===== config.mk =====
export PLATFORM = sky130hd
export DESIGN_NAME = fetch_queue_unit
export DESIGN_NICKNAME = d
export VERILOG_FILES = /design/src/rtl/fetch_queue_unit.sv
export SDC_FILE = /design/constraint.sdc
export NUM_CORES = 1
export LEC_CHECK = 0
export ABC_AREA = 1
export CORE_MARGIN = 2
export CORE_UTILIZATION = 29
export DETAILED_ROUTE_END_ITERATION = 8
export PLACE_DENSITY = 0.57
export SYNTH_ARGS = -nofsm -noshare
export SYNTH_HDL_FRONTEND = slang
export SYNTH_SLANG_ARGS = --single-unit

===== constraint.sdc =====
create_clock -name clk -period 4 [get_ports clk]
set_input_delay 0.6 -clock clk [delete_from_list [all_inputs] [get_ports clk]]
set_output_delay 0.6 -clock clk [all_outputs]
set_load 0.05 [all_outputs]

===== src/rtl/fetch_queue_unit.sv =====
// fetch_queue_unit: instruction-fetch stage for the 16-bit single-cycle datapath.
// Owns the PC, drives the combinational instruction-memory address, buffers
// fetched {pc, instr} pairs in a small FIFO and presents the head to decode
// over a valid/ready handshake. A branch redirect flushes the queue and
// reloads the PC.
// Optional feature macro: FETCH_HALT_EN (fetch stops after an opcode 4'hF).
module fetch_queue_unit #(
    parameter int              PC_W     = 16,
    parameter int              INSTR_W  = 16,
    parameter logic [PC_W-1:0] RESET_PC = '0,
    parameter int              QDEPTH   = 2
) (
    input  logic               clk,
    input  logic               Clear,
    output logic [PC_W-1:0]    imem_addr,
    input  logic [INSTR_W-1:0] imem_data,
    input  logic               br_taken,
    input  logic [PC_W-1:0]    br_target,
    input  logic               id_ready,
    output logic               id_valid,
    output logic [INSTR_W-1:0] id_instr,
    output logic [PC_W-1:0]    id_pc,
    output logic [PC_W-1:0]    id_pc_next,
    output logic [15:0]        fetch_count,
    output logic               halted
);

    localparam int             AW       = (QDEPTH > 1) ? $clog2(QDEPTH) : 1;
    localparam int             CW       = AW + 1;
    localparam logic [CW-1:0]  LP_DEPTH = CW'(QDEPTH);

    logic [PC_W-1:0]    r_pc;
    logic [PC_W-1:0]    r_q_pc    [QDEPTH];
    logic [INSTR_W-1:0] r_q_instr [QDEPTH];
    logic [AW-1:0]      r_rd_ptr;
    logic [AW-1:0]      r_wr_ptr;
    logic [CW-1:0]      r_count;
    logic [15:0]        r_fetch_count;

    logic w_valid;
    logic w_pop;
    logic w_push;
    logic w_halted;

    assign w_valid = (r_count != '0);
    assign w_pop   = w_valid && id_ready;
    // A full queue may still accept a push when the head leaves in the same cycle.
    assign w_push  = !w_halted && !br_taken && ((r_count < LP_DEPTH) || w_pop);

    assign imem_addr   = r_pc;
    assign fetch_count = r_fetch_count;
    assign halted      = w_halted;

`ifdef FETCH_HALT_EN
    logic r_halted;
    logic w_halt_op;

    assign w_halt_op = (imem_data[INSTR_W-1 -: 4] == 4'hF);

    // Halt latches when an opcode-F instruction is pushed; only Clear or a redirect releases it.
    always_ff @(posedge clk) begin
        if (Clear) begin
            r_halted <= 1'b0;
        end else if (br_taken) begin
            r_halted <= 1'b0;
        end else if (w_push && w_halt_op) begin
            r_halted <= 1'b1;
        end
    end

    assign w_halted = r_halted;
`else
    assign w_halted = 1'b0;
`endif

    // Queue storage: written on push, read through the head pointer.
    // NOTE: storage is deliberately not reset; the head is only exposed when
    // the occupancy count says it is valid, so stale contents are never seen.
    always_ff @(posedge clk) begin
        if (w_push && !Clear) begin
            r_q_pc[r_wr_ptr]    <= r_pc;
            r_q_instr[r_wr_ptr] <= imem_data;
        end
    end

    // PC, queue pointers, occupancy and accepted-instruction counter.
    // NOTE: every register here uses non-blocking assignment so all updates
    // see the pre-edge values of w_push/w_pop and of each other.
    always_ff @(posedge clk) begin
        if (Clear) begin
            r_pc          <= RESET_PC;
            r_rd_ptr      <= '0;
            r_wr_ptr      <= '0;
            r_count       <= '0;
            r_fetch_count <= '0;
        end else begin
            // A pop in the redirect cycle still counts as accepted by decode.
            if (w_pop) begin
                r_fetch_count <= r_fetch_count + 16'd1;
            end

            if (br_taken) begin
                r_pc     <= br_target;
                r_rd_ptr <= '0;
                r_wr_ptr <= '0;
                r_count  <= '0;
            end else begin
                if (w_push) begin
                    r_pc     <= r_pc + PC_W'(1);
                    r_wr_ptr <= r_wr_ptr + AW'(1);
                end
                if (w_pop) begin
                    r_rd_ptr <= r_rd_ptr + AW'(1);
                end
                unique case ({w_push, w_pop})
                    2'b10:   r_count <= r_count + CW'(1);
                    2'b01:   r_count <= r_count - CW'(1);
                    default: r_count <= r_count;
                endcase
            end
        end
    end

    // Head presentation: zeros whenever the queue is empty.
    // NOTE: defaults are assigned first so no path through the block leaves
    // an output unassigned, which would otherwise infer a latch.
    always_comb begin
        id_valid   = w_valid;
        id_instr   = '0;
        id_pc      = '0;
        id_pc_next = '0;
        if (w_valid) begin
            id_instr   = r_q_instr[r_rd_ptr];
            id_pc      = r_q_pc[r_rd_ptr];
            id_pc_next = r_q_pc[r_rd_ptr] + PC_W'(1);
        end
    end

endmodule


Word-level counts from Yosys, hierarchy flattened
Memory sizes are Yosys's and may differ from the RTL's. A register that Yosys moved wholly into a read port is not among the register bits.
Cells that the tools add are included.
{"block": "op_classes", "add_sub_neg": 7, "order_cmp": 1, "n_eq_ne": 2, "n_mux": 12, "reduce_logical": 10}
{"cell": "16-bit two-way mux", "count": 5}
{"cell": "16-bit by 1-bit adder with 16-bit output, second input constant", "count": 3}
{"cell": "1-bit two-way mux", "count": 6}
{"cell": "2-bit nonzero test", "count": 3}
{"cell": "2-bit case mux with 2 select lines", "count": 1}
{"cell": "1-bit logical AND", "count": 3}
{"cell": "1-bit adder, second input constant", "count": 2}
{"cell": "2-bit by 1-bit adder with 2-bit output, second input constant", "count": 1}
{"cell": "2-bit by 1-bit equality test with 1-bit output, second input constant", "count": 1}
{"cell": "2-bit equality test, second input constant", "count": 1}
{"cell": "1-bit logical NOT", "count": 2}
{"cell": "2-bit < comparator, second input constant", "count": 1}
{"cell": "2-bit OR reduction", "count": 1}
{"cell": "2-bit by 1-bit subtractor with 2-bit output, second input constant", "count": 1}
{"cell": "1-bit logical OR", "count": 1}
{"block": "totals", "regBits": 36, "ram_bits": 64, "input_bits": 36, "out_inout_bits": 82, "elab_cells": 39, "mem_count": 2}
{"memory": "r_q_instr", "words": 2, "width": 16, "read_ports": 1, "rd_clocked_by_memory_dff": 1, "write_ports": 1, "line_no": "34", "source": "logic [INSTR_W-1:0] r_q_instr [QDEPTH];"}
{"memory": "r_q_pc", "words": 2, "width": 16, "read_ports": 1, "rd_clocked_by_memory_dff": 1, "write_ports": 1, "line_no": "33", "source": "logic [PC_W-1:0] r_q_pc [QDEPTH];"}

Depth between registers and ports, before layout
Gate-level depths: netlist of the first run.
{"block": "depth", "depth_word": 7, "ltp_mapped": 12, "mapped_depth_nobuf": 11}

Worst setup path before layout of the first run
No wires, ideal clock.
{"block": "synth_timing", "path_kind": "input-to-reg", "startpoint": "input port br_taken", "endpoint": "memory r_q_instr[0][0], enable pin", "setup_time_ps": 461, "t_arrival_ps": 3223, "t_required_ps": 3539, "setup_slack_ps": 316, "path_stages": 4, "n_path_buf": 1, "cell_sequence": "clkbuf_2 > nor2_1 > inv_1 > nor3_1"}
{"block": "synth_between", "elab_chain_len": 5}
{"element": "start, declared", "line_no": "17", "source": "input logic br_taken,"}
{"element": "1-bit logical NOT", "line_no": "48", "source": "assign w_push = !w_halted && !br_taken && ((r_count < LP_DEPTH) || w_pop);"}
{"element": "1-bit logical AND", "line_no": "48"}
{"element": "1-bit logical AND", "line_no": "80", "source": "if (w_push && !Clear) begin"}
{"element": "1-bit two-way mux", "line_no": "80"}
{"element": "1-bit two-way mux (implied by the code)", "line_no": "82", "source": "r_q_instr[r_wr_ptr] <= imem_data;"}
{"element": "end, declared", "line_no": "34"}
Every way passes these cells.

==> results.json, run 1 <==
{
  "cts_hold_buf": 0,
  "synth.cell_area_sq_um": 5285,
  "hpwl_microns": 9840,
  "synthMostInstantiatedCell": "nand2_1",
  "cap_violations": 0,
  "antenna_found_initial": 0,
  "fmaxAchievable_mhz": 271.0,
  "nNetsFinal": 802,
  "yosys_most_used_dff": "edfxtp_1",
  "grt_usage_pct": 14.14,
  "finalHoldViolations": 0,
  "vdd_drop_max_mv": 0.1841,
  "cts-root-buf": "clkbuf_16",
  "start_util_pct": 29.52,
  "wire_per_inst_microns": 13.62,
  "synth_edf_count": 64,
  "crit_type": "register to primary output",
  "area_delta_synth_final_pct": 31.23,
  "gr-total-overflow": 0,
  "initialDrtViolationCount": 216,
  "rows": 49,
  "postSynthAreaPerCell_sq_um": 8.118,
  "fin_worst_skew_ps": 10.30,
  "routabilityCongestion": 0.8324,
  "ant_nets": 0,
  "core_area_sq_um": 17900,
  "yosysWarnings": 0,
  "drc": 0,
  "async_reset_ff_share_pct": 0,
  "io_pins": 118,
  "yosys.area.top_type_share_pct": 36.36,
  "slew_headroom_pct": 53.31,
  "grt_max_degree": 35,
  "portBuffers": 116,
  "n_fill_cell": 1860,
  "synth_cells": 651,
  "route.top_layer_used": "met4",
  "synthTopCellsByArea": "edfxtp_1, dfxtp_1, nand2_1",
  "synth_common_cells": "nand2_1, nor2_1, inv_1",
  "min-delay-path-class": "register to register",
  "met2_length_microns": 6087,
  "cts_buffer_depth": 2,
  "clock_latency_ps": 360,
  "fin_setup_tns_ps": 0,
  "synth_nets": 691,
  "post-route-period-util_pct": 92.26,
  "clk_pin_slew_worst_paths_ps": 70,
  "yosys.area.top_type": "edfxtp_1",
  "startpoint_type": "register",
  "die_w_microns": 139.0,
  "tightest_slew_ps": 698.7,
  "antenna_cells": 0,
  "powerDensity_nw_per_um2": 357.7,
  "cp_max_fo": 26,
  "seq_area_frac_synth_pct": 50.38,
  "firstDrtPassIters": 4,
  "leakagePower_uw": 0.002613,
  "dieArea_sq_um": 19320,
  "vias": 4458,
  "viasPerCell": 4.476,
  "grt_pass1_vias": 4163,
  "cts.sinks": 101,
  "cts_buffers": 9,
  "status": "completed",
  "wl_microns": 13570,
  "cp.required_ps": 3400,
  "synthDistinctLibCells": 41,
  "dr_wl_met3_microns": 972,
  "arrival_ps": 3090,
  "cts_tree": "yes",
  "rsz0062_at_grt": "false",
  "timing.final.ws_setup_ps": 309.6,
  "h-tree-depth": 3,
  "finalSetupViolCount": 0,
  "drv_slew": 0,
  "place_ws_ps": 648.8,
  "min_period_ps": 3690,
  "ys_ff_latch": 101,
  "die_h_microns": 139.0,
  "drive_gt1_share_pct": 9.909,
  "multi_input_area_sq_um": 2188,
  "ctsResizeCount": 0,
  "grt_pass1_wl_microns": 21580,
  "end_kind": "primary output",
  "wl_met1_microns": 6343,
  "seq_area_sq_um": 2664,
  "cts_setup_buffers": 0
}
==> layout make-up <==
| cell class | instances | area share [%] |
|---|---|---|
| Inverter | 76 | 4.185 |
| Clock buffer | 9 | 3.247 |
| Timing Repair Buffer | 122 | 17.39 |
| Multi-Input combinational cell | 452 | 31.55 |
| Sequential cell | 101 | 38.41 |
| Tap cell | 229 | 4.131 |
| Clock inverter | 7 | 1.082 |
==> worst max-delay path, stage by stage, from the launching register on <==
cell             delay, ps
dfxtp_2                670
nand2_1                130
o21ai_2                160
inv_1                  140
ha_1                   260
nand2_2                120
inv_2                   60
nand3_1                 80
nand2_1                 50
a21oi_1                210
clkdlybuf4s50_1        840
==> registers in the layout, summed over array words and instances (netlist names), named ones only <==
register     cells
r_count          2
r_q_pc          32
r_q_instr       32
r_wr_ptr         1
fetch_count     16
r_rd_ptr         1
imem_addr       16
==> cell families after synthesis <==
family	count (synthesis)	share of synthesized area, %
XOR/XNOR	6	0.9943
other	1	0.07095
buffers and inverters	98	8.404
AO/OA/AOI/OAI	102	10.80
flip-flops	101	50.38
adder cells (fa/ha/maj)	4	0.9470
AND/OR/NAND/NOR	339	28.41
==> per-stage QoR <==
| step | std cells | instance area, sq um | power, uW | hold WS, ps | utilization, % |
|---|---|---|---|---|---|
| 2_1_floorplan | 651 | 5285 | 1480 | 425.5 | - |
| 3_3_place_gp | 980 | 6635 | 1636 | 438.6 | 37.06 |
| 3_5_place_dp | 980 | 6635 | 1638 | 435.8 | 37.06 |
| 4_1_cts | 996 | 6935 | 2517 | 449.8 | 38.74 |
| 5_1_grt | 996 | 6935 | 2596 | 495.9 | 38.74 |
| 6_report | 996 | 6935 | 2481 | 452.9 | 38.74 |
==> cells in the final DEF (no fill, tap or decap), types with 2 or more instances in the layout <==
master	count
nor2_1	71
o21ai_2	5
ha_1	4
nand2_2	13
clkdlybuf4s50_1	116
a211oi_1	2
o21ai_0	25
o21ai_1	7
a21oi_1	51
nand3_1	24
dfxtp_1	36
clkbuf_16	9
nor3_1	5
nor2_4	8
inv_2	6
clkinv_2	2
nand4_1	6
o21bai_1	3
nand2_1	195
nor3_2	2
inv_1	67
buf_4	6
edfxtp_1	64
nand2_4	3
xor2_1	4
inv_8	3
xnor2_1	2
a31oi_1	3
nor2_2	6
nand3_2	4
==> routing by layer <==
layer  vias up  GRT usage, %
li1       2330             -
met1      2020         18.17
met4         0         4.306
met3        10         5.559
met2        98         22.01
met5         -             0
==> path summary, 6_finish.rpt <==
path | startpoint | cells past startpoint | endpoint | slack, ps
worst min-delay path | r_rd_ptr | 1 | register | 450
worst min register to register | r_rd_ptr | 1 | register | 450
worst max register to register | r_count[1] | 10 | r_count[1] | 1650
worst max-delay path | register | 10 | id_pc_next[8] | 310
==> power breakdown <==
group	switching [uW]	internal [uW]	total, uW
Clock	426	444	870
Combinational	286	144	431
Sequential	33.7	1150	1180
Total	747	1730	2480
Power figures use the tool's default switching activity.
==> run 2: changes to the inputs <==
Settings changed: CORE_MARGIN 2 to default, GPL_TIMING_DRIVEN from default to 0, SLEW_MARGIN from default to 20.
==> run 2 against run 1 <==
Clock skew decreased by 0.61 ps; maximum frequency increased by 5.1%; combinational power increased by 4%; register-to-register slack improved by 470 ps; count of clock-buffer cells in the layout unchanged; design area increased by 2.4%; sequential share of layout area decreased by 0.90 points; cell count increased by 1.8%; sequential power about the same; hold slack improved by 1.9 ps; critical path depth unchanged; critical path type unchanged.
==> results.json, run 2 (synthesis gave the netlist of run 1 again) <==
{
  "final_common_cell": "nand2_1",
  "io_pins": 118,
  "cts-root-buf": "clkbuf_16",
  "drive_gt1_share_pct": 12.04,
  "grt_usage_pct": 15.80,
  "viasPerCell": 4.448,
  "finalInstanceArea_sq_um": 7099,
  "cts_setup_buffers": 0,
  "antenna_found_initial": 0,
  "slowest_stage": "clkdlybuf4s50_1",
  "drv_slew": 0,
  "dieArea_sq_um": 18770,
  "finalSetupViolCount": 0,
  "cts_hold_buf": 0,
  "top_regs": "r_q_instr: 32 flops, r_q_pc: 32 flops",
  "fmaxAchievable_mhz": 284.9,
  "crit_type": "register to primary output",
  "nNetsFinal": 824,
  "finalHoldViolations": 0,
  "ctsResizeCount": 0,
  "status": "completed",
  "cts_tree": "yes",
  "place_area_sq_um": 6785,
  "rsz0062_at_grt": "false",
  "cts.sinks": 101,
  "clock_latency_ps": 350,
  "max_stage_delay_ps": 840,
  "path_buf_inv": 4,
  "core_area_sq_um": 17540,
  "end_kind": "primary output",
  "ant_nets": 0,
  "slew_headroom_pct": 59.24,
  "vias": 4510,
  "layout_common_cells": "nand2_1, clkdlybuf4s50_1, nor2_1",
  "hpwl_microns": 10590,
  "portBuffers": 114,
  "post-route-period-util_pct": 87.76,
  "leakagePower_uw": 0.002715,
  "wire_per_inst_microns": 13.72,
  "n_fill_cell": 1779,
  "cts_buffer_depth": 2,
  "cp_max_fo": 6,
  "tightest_slew_ps": 611.5,
  "min_from": "r_rd_ptr",
  "crit_chain": "buf_6 -> o21ai_2 -> inv_1 -> ha_1 -> nand2_2 -> inv_2 -> nand3_1 -> nand2_1 -> a21oi_1 -> clkdlybuf4s50_1",
  "reg2reg_from": "r_count[1]",
  "cp.required_ps": 3400,
  "die_w_microns": 137.0,
  "vdd_drop_max_mv": 0.2213,
  "grt_max_degree": 20,
  "grt_pass1_wl_microns": 22320,
  "rows": 48,
  "routabilityCongestion": 0.8554,
  "die_h_microns": 137.0,
  "fin_worst_skew_ps": 9.697,
  "place_ws_ps": 893.8,
  "gr-total-overflow": 0,
  "initialDrtViolationCount": 339,
  "cp_top_family": "buffers and inverters",
  "min_period_ps": 3510,
  "min-delay-path-class": "register to register",
  "firstDrtPassIters": 4,
  "powerDensity_nw_per_um2": 358.6,
  "grt_pass1_vias": 4213,
  "cap_violations": 0,
  "antenna_cells": 0,
  "start_util_pct": 30.14,
  "arrival_ps": 2910,
  "area_delta_synth_final_pct": 34.33,
  "clk_pin_slew_worst_paths_ps": 80,
  "wl_microns": 13910,
  "drc": 0,
  "h-tree-depth": 3,
  "startpoint_type": "register",
  "timing.final.ws_setup_ps": 489.7,
  "cts_buffers": 9
}
[run 2: cell types whose count changed in the layout (fill, tap and decap cells not counted), sizes merged]
cell           change
buf               +19
bufinv             +1
clkbuf             +5
clkdlybuf4s50      -2
clkinv             -1
[run 2: path summary, 6_finish.rpt]
kind	to	slack, ps	cells after the start
worst max-delay path	id_pc_next[8]	490	10
worst min-delay path	r_rd_ptr	450	1
worst max register to register	r_count[1]	2120	10
worst min register to register	r_rd_ptr	450	1
[run 2: through the flow]
stage          total power, uW  utilization [%]  std cells  hold WS [ps]  TNS (ps)
6_report                  2546            40.48       1014         454.8         0
2_1_floorplan             1480                -        651         425.5         0
5_1_grt                   2658            40.48       1014         506.7         0
4_1_cts                   2569            40.48       1014         457.0         0
3_3_place_gp              1645            38.25        990         433.7    -91120
3_5_place_dp              1651            38.69        998         444.5         0
[run 2: layout make-up]
type | instances | area [sq um] | area share (%)
buffer | 22 | 153.9 | 2.168
clock buffer | 9 | 225.2 | 3.172
clock inverter | 7 | 88.84 | 1.251
inverter | 76 | 290.3 | 4.089
multi-input combinational | 452 | 2188 | 30.82
sequential | 101 | 2663 | 37.50
tap | 225 | 281.5 | 3.965
timing repair buffer | 122 | 1209 | 17.03
[run 2: report_power, final]
part / internal, uW / switching (uW)
clock: 502 / 419
combinational: 152 / 295
sequential: 1150 / 31.4
total: 1800 / 745
[run 2: metal layers]
metal  share of wire (%)  routed length (microns)  up-vias  global-route usage, %
li1                    -                        -     2380                      -
met2                  44                     6163      114                  24.94
met3                 7.9                     1102       17                  5.481
met5                   0                        0        -                      0
met4                 1.1                      156        0                  4.029
met1                  47                     6487     1999                  20.49
